[src/rtl/ps2_host_tx.sv]
// ps2_host_tx: host-to-device PS/2 command transmitter.
// Sends one byte to the device: clock inhibit, RTS, 8 data bits,
// odd parity and stop bit, then waits for the device ACK.
//
// Ports:
//   pclk, rst            system clock, synchronous active-low reset
//   tx_data, tx_valid    byte to send and its request strobe
//   tx_ready             high only while idle (byte accepted then)
//   ps2_clk_in/data_in   asynchronous pin levels
//   ps2_clk_oe/data_oe   open-drain pull-low enables (registered)
//   busy                 high whenever a transfer is in flight
//   tx_done, tx_error    one-cycle completion / failure pulses
module ps2_host_tx #(
   parameter int INHIBIT_CYCLES = 6500,
   parameter int TIMEOUT_CYCLES = 975000,
   parameter int SYNC_STAGES    = 2
) (
   input  logic       pclk,
   input  logic       rst,
   input  logic [7:0] tx_data,
   input  logic       tx_valid,
   output logic       tx_ready,
   input  logic       ps2_clk_in,
   input  logic       ps2_data_in,
   output logic       ps2_clk_oe,
   output logic       ps2_data_oe,
   output logic       busy,
   output logic       tx_done,
   output logic       tx_error
);

   localparam int CNT_MAX =
      (TIMEOUT_CYCLES > INHIBIT_CYCLES) ? TIMEOUT_CYCLES
                                        : INHIBIT_CYCLES;
   localparam int CW = $clog2(CNT_MAX + 1);

   localparam logic [CW-1:0] INH_LAST = CW'(INHIBIT_CYCLES - 1);
   localparam logic [CW-1:0] TO_LAST  = CW'(TIMEOUT_CYCLES - 1);

   typedef enum logic [2:0] {
      S_IDLE,
      S_INHIBIT,
      S_RTS,
      S_SHIFT,
      S_ACK,
      S_WAIT_IDLE,
      S_DONE,
      S_ERROR
   } state_t;

   state_t state;
   state_t state_n;

   logic [SYNC_STAGES-1:0] clk_sync;
   logic [SYNC_STAGES-1:0] data_sync;
   logic                   sync_clk;
   logic                   sync_data;
   logic                   prev_clk;
   logic                   fall;

   logic [CW-1:0] cnt;
   logic [CW-1:0] cnt_n;
   logic [3:0]    bitcnt;
   logic [3:0]    bitcnt_n;
   logic [9:0]    shreg;
   logic [9:0]    shreg_n;
   logic          clk_oe_n;
   logic          data_oe_n;
   logic          timeout;

   // Synchronizers reset to the idle (high) bus level so that leaving
   // reset never looks like a clock fall.
   always_ff @(posedge pclk) begin
      if (!rst) begin
         clk_sync  <= '1;
         data_sync <= '1;
         prev_clk  <= 1'b1;
      end else begin
         if (SYNC_STAGES > 1) begin
            clk_sync  <= {clk_sync[SYNC_STAGES-2:0], ps2_clk_in};
            data_sync <= {data_sync[SYNC_STAGES-2:0], ps2_data_in};
         end else begin
            clk_sync  <= {SYNC_STAGES{ps2_clk_in}};
            data_sync <= {SYNC_STAGES{ps2_data_in}};
         end
         prev_clk <= sync_clk;
      end
   end

   assign sync_clk  = clk_sync[SYNC_STAGES-1];
   assign sync_data = data_sync[SYNC_STAGES-1];
   assign fall      = prev_clk & ~sync_clk;

   // One counter serves both the inhibit interval and the RTS-to-ACK
   // watchdog; it is cleared on entry to INHIBIT and to RTS.
   assign timeout = (cnt == TO_LAST);

   always_ff @(posedge pclk) begin
      if (!rst) begin
         state       <= S_IDLE;
         cnt         <= '0;
         bitcnt      <= '0;
         shreg       <= '0;
         ps2_clk_oe  <= 1'b0;
         ps2_data_oe <= 1'b0;
      end else begin
         state       <= state_n;
         cnt         <= cnt_n;
         bitcnt      <= bitcnt_n;
         shreg       <= shreg_n;
         ps2_clk_oe  <= clk_oe_n;
         ps2_data_oe <= data_oe_n;
      end
   end

   always_comb begin
      state_n   = state;
      cnt_n     = cnt;
      bitcnt_n  = bitcnt;
      shreg_n   = shreg;
      clk_oe_n  = ps2_clk_oe;
      data_oe_n = ps2_data_oe;

      unique case (state)
         S_IDLE: begin
            clk_oe_n  = 1'b0;
            data_oe_n = 1'b0;
            if (tx_valid) begin
               shreg_n  = {1'b1, ~^tx_data, tx_data};
               bitcnt_n = '0;
               cnt_n    = '0;
               clk_oe_n = 1'b1;
               state_n  = S_INHIBIT;
            end
         end

         S_INHIBIT: begin
            if (cnt == INH_LAST) begin
               cnt_n     = '0;
               clk_oe_n  = 1'b0;
               data_oe_n = 1'b1;
               state_n   = S_RTS;
            end else begin
               cnt_n = cnt + CW'(1);
            end
         end

         // The RTS fall is the first device clock: it already shifts
         // out bit 0, so RTS and SHIFT share the same action.
         S_RTS, S_SHIFT: begin
            cnt_n = cnt + CW'(1);
            if (timeout) begin
               clk_oe_n  = 1'b0;
               data_oe_n = 1'b0;
               state_n   = S_ERROR;
            end else if (fall) begin
               data_oe_n = ~shreg[bitcnt];
               bitcnt_n  = bitcnt + 4'd1;
               state_n   = (bitcnt == 4'd9) ? S_ACK : S_SHIFT;
            end
         end

         S_ACK: begin
            cnt_n = cnt + CW'(1);
            if (timeout) begin
               clk_oe_n  = 1'b0;
               data_oe_n = 1'b0;
               state_n   = S_ERROR;
            end else if (fall) begin
               if (sync_data) begin
                  clk_oe_n  = 1'b0;
                  data_oe_n = 1'b0;
                  state_n   = S_ERROR;
               end else begin
                  state_n = S_WAIT_IDLE;
               end
            end
         end

         S_WAIT_IDLE: begin
            cnt_n = cnt + CW'(1);
            if (timeout) begin
               clk_oe_n  = 1'b0;
               data_oe_n = 1'b0;
               state_n   = S_ERROR;
            end else if (sync_clk && sync_data) begin
               state_n = S_DONE;
            end
         end

         S_DONE: begin
            cnt_n    = '0;
            bitcnt_n = '0;
            state_n  = S_IDLE;
         end

         S_ERROR: begin
            cnt_n     = '0;
            bitcnt_n  = '0;
            clk_oe_n  = 1'b0;
            data_oe_n = 1'b0;
            state_n   = S_IDLE;
         end

         default: begin
            clk_oe_n  = 1'b0;
            data_oe_n = 1'b0;
            state_n   = S_IDLE;
         end
      endcase
   end

   assign tx_ready = (state == S_IDLE);
   assign busy     = (state != S_IDLE);
   assign tx_done  = (state == S_DONE);
   assign tx_error = (state == S_ERROR);

endmodule

[config.mk]
export PLATFORM = sky130hd
export DESIGN_NAME = ps2_host_tx
export DESIGN_NICKNAME = d
export VERILOG_FILES = /design/src/rtl/ps2_host_tx.sv
export SDC_FILE = /design/constraint.sdc
export NUM_CORES = 1
export LEC_CHECK = 0
export ABC_CLOCK_PERIOD_IN_PS = 2100
export BUFFER_PORTS_ARGS = -buffer_cell sky130_fd_sc_hd__buf_4
export CAP_MARGIN = 10
export CELL_PAD_IN_SITES_DETAIL_PLACEMENT = 0
export CELL_PAD_IN_SITES_GLOBAL_PLACEMENT = 1
export CORE_MARGIN = 5
export CORE_UTILIZATION = 45
export DETAILED_ROUTE_END_ITERATION = 8
export GPL_ROUTABILITY_DRIVEN = 0
export GPL_TIMING_DRIVEN = 0
export HOLD_SLACK_MARGIN = 0.08
export PLACE_DENSITY_LB_ADDON = 0.1
export SLEW_MARGIN = 5
export SYNTH_ARGS = -nofsm -noshare
export SYNTH_HDL_FRONTEND = slang
export SYNTH_SLANG_ARGS = --single-unit
export TNS_END_PERCENT = 1
[constraint.sdc]
create_clock -name pclk -period 2.1 [get_ports pclk]
set_input_delay 0 -clock pclk [delete_from_list [all_inputs] [get_ports pclk]]
set_output_delay 0 -clock pclk [all_outputs]
set_load 0.005 [all_outputs]
Yosys cells after proc, flatten, opt, wreduce, memory -nomap -nowiden
Cells that the tools add are included.

Bits in registers: 44. Input port bits: 13. Output and inout bits: 6.

Add/sub/neg operators: 2. $lt $le $gt $ge: 1. Equality and inequality tests: 20. Muxes and demuxes: 31. Bitwise operators: 3. Reduce and logical (&&, ||, !) cells: 17.

Operator list (count): case mux 20 bit (4 select lines) (1); two-way mux 20 bit (2); two-way mux 3 bit (9); adder 20 x 1 -> 20 bit (second input constant) (1); equality test 20 x 13 -> 1 bit (second input constant) (1); equality test 20 bit (second input constant) (1); case mux 3 bit (6 select lines) (1); equality test 3 bit (second input constant) (4); two-way mux 4 bit (3); inequality test 3 bit (second input constant) (4); case mux 4 bit (3 select lines) (1); two-way mux 1 bit (10); inequality test 2 bit (second input constant) (5); case mux 1 bit (5 select lines) (2); AND reduction 5 bit (2); nonzero test 5 bit (2); XNOR reduction 8 bit (1); equality test 3 x 2 -> 1 bit (second input constant) (2); AND reduction 6 bit (1); nonzero test 3 bit (2); OR reduction 2 bit (3); < comparator 4 x 5 -> 1 bit (second input constant) (1); adder 4 x 1 -> 4 bit (second input constant) (1); binary-select mux 1 bit (select 4 bit) (1); other kinds (12) (13).

Logic depth before layout (Yosys ltp)
Gate-level depths: netlist of the first run.

Depth after elaboration: 6. Mapped depth: 8. Mapped depth without buffers: 7.

Least setup slack after synthesis of the first run
Ideal clock, no wire load.

Kind: register to register. From: reg state[1]. To: reg cnt[7]. Library setup time: 0.128 ns. Arrival time: 1.745 ns. Data required time: 1.972 ns. Slack: 0.228 ns. Stages on the path, launching flop included: 9. Buffers on the path: 2. Period minus slack after synthesis: 1.872 ns. Cells stage by stage: dfxtp_1 buf_6 or4_4 buf_6 and4_4 and3_4 and3_4 xnor2_1 nor2_1.

Longest elaborated chain between the ends: 3.

Ends and longest elaborated chain: start: declaration (line 51) `state_t state;`; start signal: assignment (line 107) `state <= state_n;`; equality test 3 bit or equality test 3 x 2 -> 1 bit (tied branches) (line 124) `unique case (state)`; OR reduction 4 bit (no source line) or OR reduction 2 bit (tied branches); case mux 20 bit (4 select lines) (line 124); end signal: assignment (line 108) `cnt <= cnt_n;`; end: declaration (line 61) `logic [CW-1:0] cnt;`.

Several ways; a longest one is shown, not always the timed one. A chain may end at the register's enable or synchronous reset.

Worst setup path after layout of the first run
From: reg cnt[7]. To: reg ps2_data_oe.

Longest elaborated chain between the ends: 3.

Ends and longest elaborated chain: equality test 20 bit or equality test 20 x 13 -> 1 bit (tied branches) (line 96, 138); inequality test 3 bit (no source line) (tied with other cells); AND reduction 6 bit (no source line) or case mux 1 bit (5 select lines) (tied branches); end signal: assignment (line 112) `ps2_data_oe <= data_oe_n;`; end: declaration (line 26) `output logic ps2_data_oe,`.

Several ways; a longest one is shown, not always the timed one.

==> out/results.ini, run 1 <==
[timing]
layout_min_cycle_time_ps=2080
worstMarginPinSlew_ps=470
hold_slack_ps=197
grt_setup_unrepaired=true
finalMaxSlewViolations=0
worst_clock_skew_ps=6.30
timing_hold_violations_final=0
finalCritPeriodShare=0.988
timing.fmax_ghz=0.482
relSlewSlack=0.687
fin_setup_tns_ps=0
setup_viol=0

[global_routing]
met2_usage=0.271
met3_usage=0.0366
track_usage=0.164
antenna_found_initial=0
use_met1=0.209
grt_pass1_wl_um=8440
grt.busiest_layer=met2
grt_overflow=0
grt_max_degree=13
grt_pass1_vias=1747

[power]
p_comb_frac=0.340
switching_share=0.325
vdd_ir_drop_max_mv=0.439
power_leakage_nw=0.996
seq_power_share=0.425
clkPwrFrac=0.236
internal_power_mw=1.56
p_sw_mw=0.748
power_density_mw_per_mm2=843

[detailed_routing]
drt-pass1-iter-count=4
postRouteWirelength_um=4830
num_vias=1860
drc=0
drt-initial-drc-count=62
wl_per_cell_um=12.9
via_per_inst=4.97
ant_nets=0

[logic_synthesis]
yosys.area.top_type_share=0.385
synthCells=266
synth_top_area_cell=dfxtp_1
avgSynthCellArea_sq_um=8.59
postSynthNetCount=282
synth_edf_count=0
synth_area_leaders=dfxtp_1, nand2_1, xnor2_1
synth.top_cells.by_count=dfxtp_1, nand2_1, nor2_1
async_flop_share=0
synth_most_common_cell=dfxtp_1
synth_cell_type_count=50
ys_seq_area_frac=0.385
ys.flop_type=dfxtp_1
synth-seq-cells=44
ys_warn_count=0
syn_area_sq_mm=0.00229

[min_path]
holdCritStartpoint=tx_valid
min_path_cells=5
min_to=cnt[0]$_SDFFE_PN0N_
hp-class=input pin to flop

[cts]
root_buffer=clkbuf_8
clkLatencyLatePin_ps=290
clk_path_buf_depth=2
postCtsSetupBuffers=0
cts.sinks=44
clk_pin_slew_ps=70
clock_tree.htree_level_count=2
cts_tree=yes
numCtsBuffers=5

[setup_path]
critPathRequiredTime_ps=2290
arrival_ps=2260
rrSetupSlack_ps=20
crit_type=flop to flop
reg2reg_depth=6
cp-end-kind=flop
cp-start-kind=flop
crit_fanout=5
r2r_end=ps2_data_oe$_SDFFE_PN0P_
r2r_start=cnt[7]$_SDFFE_PN0N_

[cells_and_area]
num-fill-cells=502
post-route-util=0.546
fin_nets=319
antenna_cells=0
syn_to_final_growth_pct=19.6
drive_gt1_frac=0.151

[floorplan]
start_util=0.456
die_area_sq_mm=0.00661
die_x_um=81.3
fp.dieH_um=81.3
fp.coreArea_sq_mm=0.00501
fp-row-count=26
ios=19

[place]
io_buffers=18
dpl.hpwl_um=3480

[job]
cap_violations=0

[outcome]
status=finished clean

==> through the flow <==
stage / power [mW] / cells / area [sq um] / worst slack (ps)
detailed placement: 1.76 / 354 / 2510 / 7.14
floorplan: 1.54 / 266 / 2290 / 228
CTS: 2.32 / 374 / 2730 / 12.4
global placement: 1.75 / 354 / 2510 / 27.8
finish: 2.30 / 374 / 2740 / 24.3
global route: 2.47 / 374 / 2740 / -111
==> registers in the layout (all words and copies together) (netlist names) <==
| signal | cells |
|---|---|
| shreg | 10 |
| prev_clk | 1 |
| clk_sync | 2 |
| ps2_clk_oe | 1 |
| data_sync | 2 |
| cnt | 20 |
| ps2_data_oe | 1 |
| state | 3 |
| bitcnt | 4 |
==> timing repair <==
| action | in CTS | in global routing |
|---|---|---|
| setup endpoints to repair | 2 | 6 |
| gates resized for setup | 1 | 2 |
| hold buffers | 12 | 0 |
| endpoints found under the hold margin | 12 | 0 |
| cloned | 0 | 0 |
==> power groups by stage <==
stage	logic, mW	clock network [mW]	registers [mW]
floorplan	0.550	0	0.987
global placement	0.755	0	0.996
detailed placement	0.761	0	0.999
CTS	0.781	0.564	0.979
global route	0.881	0.595	0.992
finish	0.783	0.543	0.979
==> worst max-delay path, cell delays in order, from the launching register on <==
cell and delay, ps:
dfxtp_1 390, nor4bb_2 320, and4b_1 260, nand2_1 170, a21oi_2 200, or4b_1 440, and4bb_1 200
==> metal layers <==
| metal | wire length, um | vias to the layer above |
|---|---|---|
| met5 | 0 | - |
| li1 | - | 986 |
| met2 | 2280 | 28 |
| met3 | 161 | 10 |
| met4 | 97 | 0 |
| met1 | 2290 | 836 |
==> cell families after synthesis <==
kind of cell	share of synthesized area
simple gates	0.304
compound gates	0.117
xor+xnor	0.0996
buf+inv	0.0454
mux	0.0323
flops	0.385
fa+ha+maj	0.0164
==> cell usage in the layout, fill, tap and decap left out, types with 4 or more instances in the layout <==
cell type,n
mux2i_1,4
a21boi_0,11
xnor2_1,15
a21oi_1,5
nand4_1,8
clkbuf_8,6
nand2_1,39
or3_1,4
clkbuf_1,8
inv_1,7
and2_1,4
nor2_1,32
dfxtp_1,44
dlygate4sd3_1,12
xor2_1,11
nand3_1,4
o21ai_0,4
nand2b_1,8
buf_4,19
==> worst max path at each step <==
stage / start / endpoint / slack (ps) / cells past startpoint
2_1_floorplan: state[1]$_SDFFE_PN0P_ / cnt[7]$_SDFFE_PN0N_ / 230 / 8
6_report: cnt[7]$_SDFFE_PN0N_ / ps2_data_oe$_SDFFE_PN0P_ / 20 / 6
3_3_place_gp: cnt[7]$_SDFFE_PN0N_ / ps2_data_oe$_SDFFE_PN0P_ / 30 / 6
4_1_cts: cnt[7]$_SDFFE_PN0N_ / ps2_data_oe$_SDFFE_PN0P_ / 10 / 6
5_1_grt: cnt[7]$_SDFFE_PN0N_ / state[1]$_SDFFE_PN0P_ / -110 / 7
3_5_place_dp: cnt[7]$_SDFFE_PN0N_ / bitcnt[3]$_SDFFE_PN0P_ / 7 / 6
==> area by class of cell <==
class	instances	area, sq um	share of cell area
plain buffers	12	73.8	0.0270
clock buffers	8	90.1	0.0329
inverters	8	30.0	0.0110
multi-input cells	202	1320	0.482
flip-flops and latches	44	881	0.322
well taps	70	87.6	0.0320
repair buffers	30	255	0.0933
No activity file was read; power rests on OpenSTA's default activity.
==> inputs of run 2 (changes only) <==
Settings changed: ABC_AREA set to 1, CORE_ASPECT_RATIO set to 0.9, CORE_UTILIZATION 45 to 43.
==> run 2 against run 1 <==
Clock skew rose by 3.1 ps. Non-clock buffer count fell by 9. Wire length rose by 21%.
==> out/results.ini, run 2 <==
[cells_and_area]
largestRegisters=cnt: 20 flops, shreg: 10 flops, bitcnt: 4 flops
antenna_cells=0  ; unchanged
largest-register=cnt
layout_common_cells=nand2_1, nor2_1, inv_1
syn_to_final_growth_pct=16.2
largest_register_ff_count=20  ; unchanged
drive_gt1_frac=0.160  ; +0.00868
fin_nets=415  ; +30%
layout_commonest_cell=nand2_1
num-fill-cells=618  ; +23%

[logic_synthesis]
ys_warn_count=0  ; unchanged
synth_top_area_cell=dfxtp_1
avgSynthCellArea_sq_um=6.92  ; -20%
postSynthNetCount=381  ; +35%
ys_seq_area_frac=0.349  ; -0.0365
synth_cell_type_count=38  ; -24%
synth_edf_count=0  ; unchanged
synth_area_leaders=dfxtp_1, nand2_1, nor2_1
synth_most_common_cell=nand2_1
async_flop_share=0  ; unchanged
ys.flop_type=dfxtp_1
yosys.area.top_type_share=0.349  ; -0.0365
synth.top_cells.by_count=nand2_1, nor2_1, inv_1
synthCells=365  ; +37%
syn_area_sq_mm=0.00252  ; +10%
synth-seq-cells=44  ; unchanged

[detailed_routing]
drt-pass1-iter-count=4  ; unchanged
num_vias=2288  ; +23%
drc=0  ; unchanged
wl_per_cell_um=12.4  ; -4.1%
postRouteWirelength_um=5820  ; +21%
drt-initial-drc-count=100  ; +61%
via_per_inst=4.87  ; -2.1%
ant_nets=0  ; unchanged

[place]
dpl.hpwl_um=4470  ; +28%
io_buffers=17  ; -1

[cts]
cts_tree=yes
clkLatencyLatePin_ps=300  ; about the same
numCtsBuffers=5  ; unchanged
clk_pin_slew_ps=90  ; +20 ps
clk_path_buf_depth=2  ; unchanged
postCtsSetupBuffers=0  ; unchanged
root_buffer=clkbuf_8
cts_hold_buf=10  ; -2
post_cts_resized=0  ; -1
cts.sinks=44  ; unchanged
clock_tree.htree_level_count=2  ; unchanged

[job]
cap_violations=0  ; unchanged

[power]
vdd_ir_drop_max_mv=0.586  ; +33%
power_density_mw_per_mm2=878  ; +4.2%
power_leakage_nw=1.26  ; +27%

[min_path]
holdCritStartpoint=rst
min_path_cells=3  ; -2
min_to=shreg[5]$_SDFFE_PN0P_
hp-class=input pin to flop

[setup_path]
crit_type=flop to flop
rrSetupSlack_ps=280  ; +250 ps
cp-start-kind=flop
r2r_end=state[0]$_SDFFE_PN0P_
crit_fanout=8  ; +3
critPathRequiredTime_ps=2300  ; about the same
cp-end-kind=flop
reg2reg_depth=10  ; +4
r2r_start=cnt[0]$_SDFFE_PN0N_
arrival_ps=2020  ; -240 ps

[global_routing]
track_usage=0.165  ; +0.000739
antenna_found_initial=0  ; unchanged
grt_overflow=0  ; unchanged
grt_pass1_vias=2094  ; +20%
grt_pass1_wl_um=10100  ; +20%
grt_max_degree=14  ; +1

[floorplan]
ios=19  ; unchanged
fp.dieH_um=82.7  ; +1.7%
start_util=0.444  ; -0.0128
die_area_sq_mm=0.00751  ; +14%
fp-row-count=26  ; unchanged
die_x_um=90.8  ; +12%
fp.coreArea_sq_mm=0.00569  ; +14%

[timing]
worstMarginPinSlew_ps=462  ; -7.15 ps
finalMaxSlewViolations=0  ; unchanged
grt_setup_unrepaired=false
timing_hold_violations_final=0  ; unchanged
relSlewSlack=0.692  ; +0.00477
timing.fmax_ghz=0.549  ; +14%
hold_slack_ps=137  ; -60.3 ps
fin_setup_tns_ps=0  ; unchanged
layout_min_cycle_time_ps=1820  ; -253 ps
worst_clock_skew_ps=9.41  ; +3.11 ps
setup_viol=0  ; unchanged
finalCritPeriodShare=0.868  ; -0.120

[outcome]
status=finished clean

[run 2: cell count changes after synthesis, moves of 5 or more]
| cell | change |
|---|---|
| a21boi_0 | -11 |
| xor2_1 | -8 |
| nand2_1 | +27 |
| a21oi_1 | +16 |
| nand4_1 | -5 |
| or2_2 | +5 |
| nand2b_1 | -8 |
| nor3_1 | +9 |
| xnor2_1 | -8 |
| nand2_2 | +5 |
| nor2_1 | +19 |
| inv_1 | +43 |
| o21ai_0 | +18 |
| nand3_1 | +26 |
[run 2: cells by family after synthesis]
| family | count (synthesis) | synth area share |
|---|---|---|
| muxes | 1 | 0.00396 |
| AOI/OAI and AO/OA | 52 | 0.112 |
| and+or+nand+nor | 192 | 0.385 |
| buffers and inverters | 63 | 0.101 |
| DFF | 44 | 0.349 |
| adders and majority gates | 3 | 0.0149 |
| xor gates and xnor gates | 10 | 0.0347 |
[run 2: area by class of cell]
type,instances,area (sq um),share of cell area
Multi-Input combinational cell,258,1390,0.474
Sequential cell,44,881,0.300
Buffer,6,35.0,0.0119
Clock buffer,6,82.6,0.0282
Clock inverter,2,10.0,0.00341
Tap cell,70,87.6,0.0299
Inverter,57,219,0.0747
Timing Repair Buffer,27,228,0.0776
[run 2: where the power goes]
part,switching (mW),internal (mW)
logic,0.616,0.370
clock network,0.296,0.263
registers,0.0749,0.955
total,0.987,1.59
[run 2: stage by stage]
stage                     worst slack, ps  std cells  utilization  area (sq um)  power [mW]
after floorplan                       554        365            -          2520        1.76
after global placement                282        452        0.481          2740        2.02
after detailed placement              295        452        0.481          2740        2.02
after CTS                             280        470        0.515          2930        2.61
after global routing                 20.3        470        0.515          2930        2.79
final                                 277        470        0.515          2930        2.57
[run 2: critical path, stage by stage (launching register included)]
cell	delay (ps)
dfxtp_1	370
ha_1	290
nand3_1	100
nor2_1	240
nand3_4	160
nand3_2	120
nand3_1	110
nor2_2	170
nand2_1	70
nand2_1	60
nor2_1	50
[run 2: worst max path at each step]
stage	slack [ps]	end	cells after the start	startpoint
after floorplan	550	state[0]$_SDFFE_PN0P_	10	cnt[0]$_SDFFE_PN0N_
after global placement	280	cnt[4]$_SDFFE_PN0N_	10	cnt[0]$_SDFFE_PN0N_
after detailed placement	300	state[0]$_SDFFE_PN0P_	10	cnt[0]$_SDFFE_PN0N_
after CTS	280	state[0]$_SDFFE_PN0P_	10	cnt[0]$_SDFFE_PN0N_
after global routing	20	state[0]$_SDFFE_PN0P_	10	cnt[0]$_SDFFE_PN0N_
final	280	state[0]$_SDFFE_PN0P_	10	cnt[0]$_SDFFE_PN0N_
[run 2: layer usage]
metal / routed length (um) / global-route usage
met2: 2430 / 0.249
met4: 40 / 0.0352
met1: 3140 / 0.245
met3: 202 / 0.0308
met5: 0 / 0
==> inputs of run 3 (changes only) <==
Settings changed: ABC_AREA 1 to not set, CORE_UTILIZATION 43 to 45, GPL_TIMING_DRIVEN 0 to not set.
==> run 3 against run 2 <==
Critical path depth is 4 lower. Final cell count is 19% lower. Sequential power hardly changed. Final area is 3.4% lower. Total power is 8.8% lower. Clock skew hardly changed. Largest cell class unchanged.
==> out/results.ini, run 3 (synthesis gave the netlist of run 1 again) <==
[outcome]
status=finished clean

[floorplan]
die_area_sq_mm=0.00661  ; -12%
die_x_um=85.1  ; -6.2%
start_util=0.467  ; +0.0235
fp.dieH_um=77.6  ; -6.1%
ios=19  ; unchanged
fp-row-count=24  ; -7.7%
fp.coreArea_sq_mm=0.00489  ; -14%

[cells_and_area]
seq_area_sq_um=881  ; unchanged
multiInputGateArea_sq_mm=0.00131  ; -5.6%
layout_common_cells=dfxtp_1, buf_4, nand2_1
antenna_cells=0  ; unchanged
largestRegisters=cnt: 20 flops, shreg: 10 flops, bitcnt: 4 flops
largest-register=cnt
largest_register_ff_count=20  ; unchanged
num-fill-cells=486  ; -21%
fin_nets=330  ; -20%
syn_to_final_growth_pct=23.9
drive_gt1_frac=0.203  ; +0.0432
layout_commonest_cell=dfxtp_1

[min_path]
hp-class=input pin to flop
min_path_cells=4  ; +1

[timing]
setup_viol=0  ; unchanged
worstMarginPinSlew_ps=519  ; +56.5 ps
relSlewSlack=0.649  ; -0.0425
layout_min_cycle_time_ps=2000  ; +176 ps
timing.fmax_ghz=0.500  ; -8.8%
finalCritPeriodShare=0.952  ; +0.0836
finalMaxSlewViolations=0  ; unchanged
timing_hold_violations_final=0  ; unchanged
fin_setup_tns_ps=0  ; unchanged
grt_setup_unrepaired=false
worst_clock_skew_ps=9.51  ; +0.0966 ps

[setup_path]
crit_type=flop to flop
crit_fanout=5  ; -3
critPathSlowestCell=or4b_1
arrival_ps=2190  ; +170 ps
crit_chain=or3_4 -> nor2_2 -> and2_1 -> nor3_2 -> or4b_1 -> and4bb_1
crit_buf_inv=0  ; unchanged
critPathRequiredTime_ps=2290  ; about the same
cp.depth=6  ; -4
cp-end-kind=flop
cpPeakStageDelay_ps=460  ; +90 ps
reg2reg_depth=6  ; -4
cp-start-kind=flop
crit_family=simple AND/OR/NAND/NOR gates

[job]
cap_violations=0  ; unchanged

[detailed_routing]
drc=0  ; unchanged
drt-initial-drc-count=124  ; +24%
wl_per_cell_um=13.1  ; +6.0%
via_per_inst=5.01  ; +3.0%
drt-pass1-iter-count=4  ; unchanged
postRouteWirelength_um=4980  ; -14%
ant_nets=0  ; unchanged
num_vias=1905  ; -17%

[cts]
cts.sinks=44  ; unchanged
root_buffer=clkbuf_8
clock_tree.htree_level_count=2  ; unchanged
postCtsSetupBuffers=0  ; unchanged
cts_tree=yes
clk_path_buf_depth=2  ; unchanged
clk_pin_slew_ps=90  ; about the same
clkLatencyLatePin_ps=300  ; about the same
numCtsBuffers=5  ; unchanged

[global_routing]
grt_pass1_vias=1776  ; -15%
grt_max_degree=25  ; +11
grt_pass1_wl_um=8460  ; -16%
antenna_found_initial=0  ; unchanged
track_usage=0.158  ; -0.00724
met2_usage=0.211  ; -0.0377
grt.busiest_layer=met1
grt_overflow=0  ; unchanged
use_met1=0.249  ; +0.00339
met3_usage=0.0360  ; +0.00522

[power]
totalPowerFinal_mw=2.35  ; -8.8%
power_leakage_nw=1.06  ; -16%
power_density_mw_per_mm2=829  ; -5.6%
vdd_ir_drop_max_mv=0.444  ; -24%

[place]
io_buffers=18  ; +1
dpl.hpwl_um=3640  ; -18%

## run 3: worst paths after layout
kind	start	slack (ps)	to
worst max-delay path	cnt[16]$_SDFFE_PN0N_	100	ps2_data_oe$_SDFFE_PN0P_
worst min-delay path	tx_valid	120	cnt[0]$_SDFFE_PN0N_
worst max register to register	cnt[16]$_SDFFE_PN0N_	100	ps2_data_oe$_SDFFE_PN0P_
worst min register to register	data_sync[0]$_SDFF_PN1_	410	data_sync[1]$_SDFF_PN1_
## run 3: layer usage
metal	up-vias	part of all wire
met1	857	0.56
li1	1011	-
met4	0	0.0096
met5	-	0
met3	4	0.042
met2	33	0.39
## run 3: worst register-to-register path, cell delays in order, from the launching register on
cell and delay, ps:
dfxtp_1 360, or3_4 410, nor2_2 120, and2_1 270, nor3_2 70, or4b_1 460, and4bb_1 200
## run 3: through the flow
step / instances / util / setup slack, ps / instance area [sq um] / hold slack [ps]
floorplan: 266 / - / 228 / 2290 / 73.0
global placement: 359 / 0.530 / 155 / 2590 / 183
detailed placement: 359 / 0.530 / 121 / 2590 / 186
CTS: 380 / 0.576 / 94.2 / 2820 / 116
global route: 380 / 0.579 / 5.54 / 2830 / 137
finish: 380 / 0.579 / 101 / 2830 / 122
## run 3: report_power, final
| part | total (mW) | switching (mW) | internal [mW] | leakage, nW |
|---|---|---|---|---|
| clock | 0.573 | 0.306 | 0.267 | 0.0434 |
| sequential | 0.998 | 0.0740 | 0.924 | 0.358 |
| combinational | 0.777 | 0.401 | 0.375 | 0.662 |
## run 3: area by class of cell
class                           instances  area share
Clock buffer                            6      0.0292
Clock inverter                          2     0.00530
Inverter                                8      0.0106
Multi-Input combinational cell        202       0.463
Sequential cell                        44       0.311
Tap cell                               65      0.0287
Timing Repair Buffer                   53       0.152
## run 3: what timing repair did
item                                    4_1_cts  5_1_grt
endpoints found under the hold margin        19        0
resized for setup                             0        3
hold buffers                                 13        0
endpoints found under the setup margin        0        1
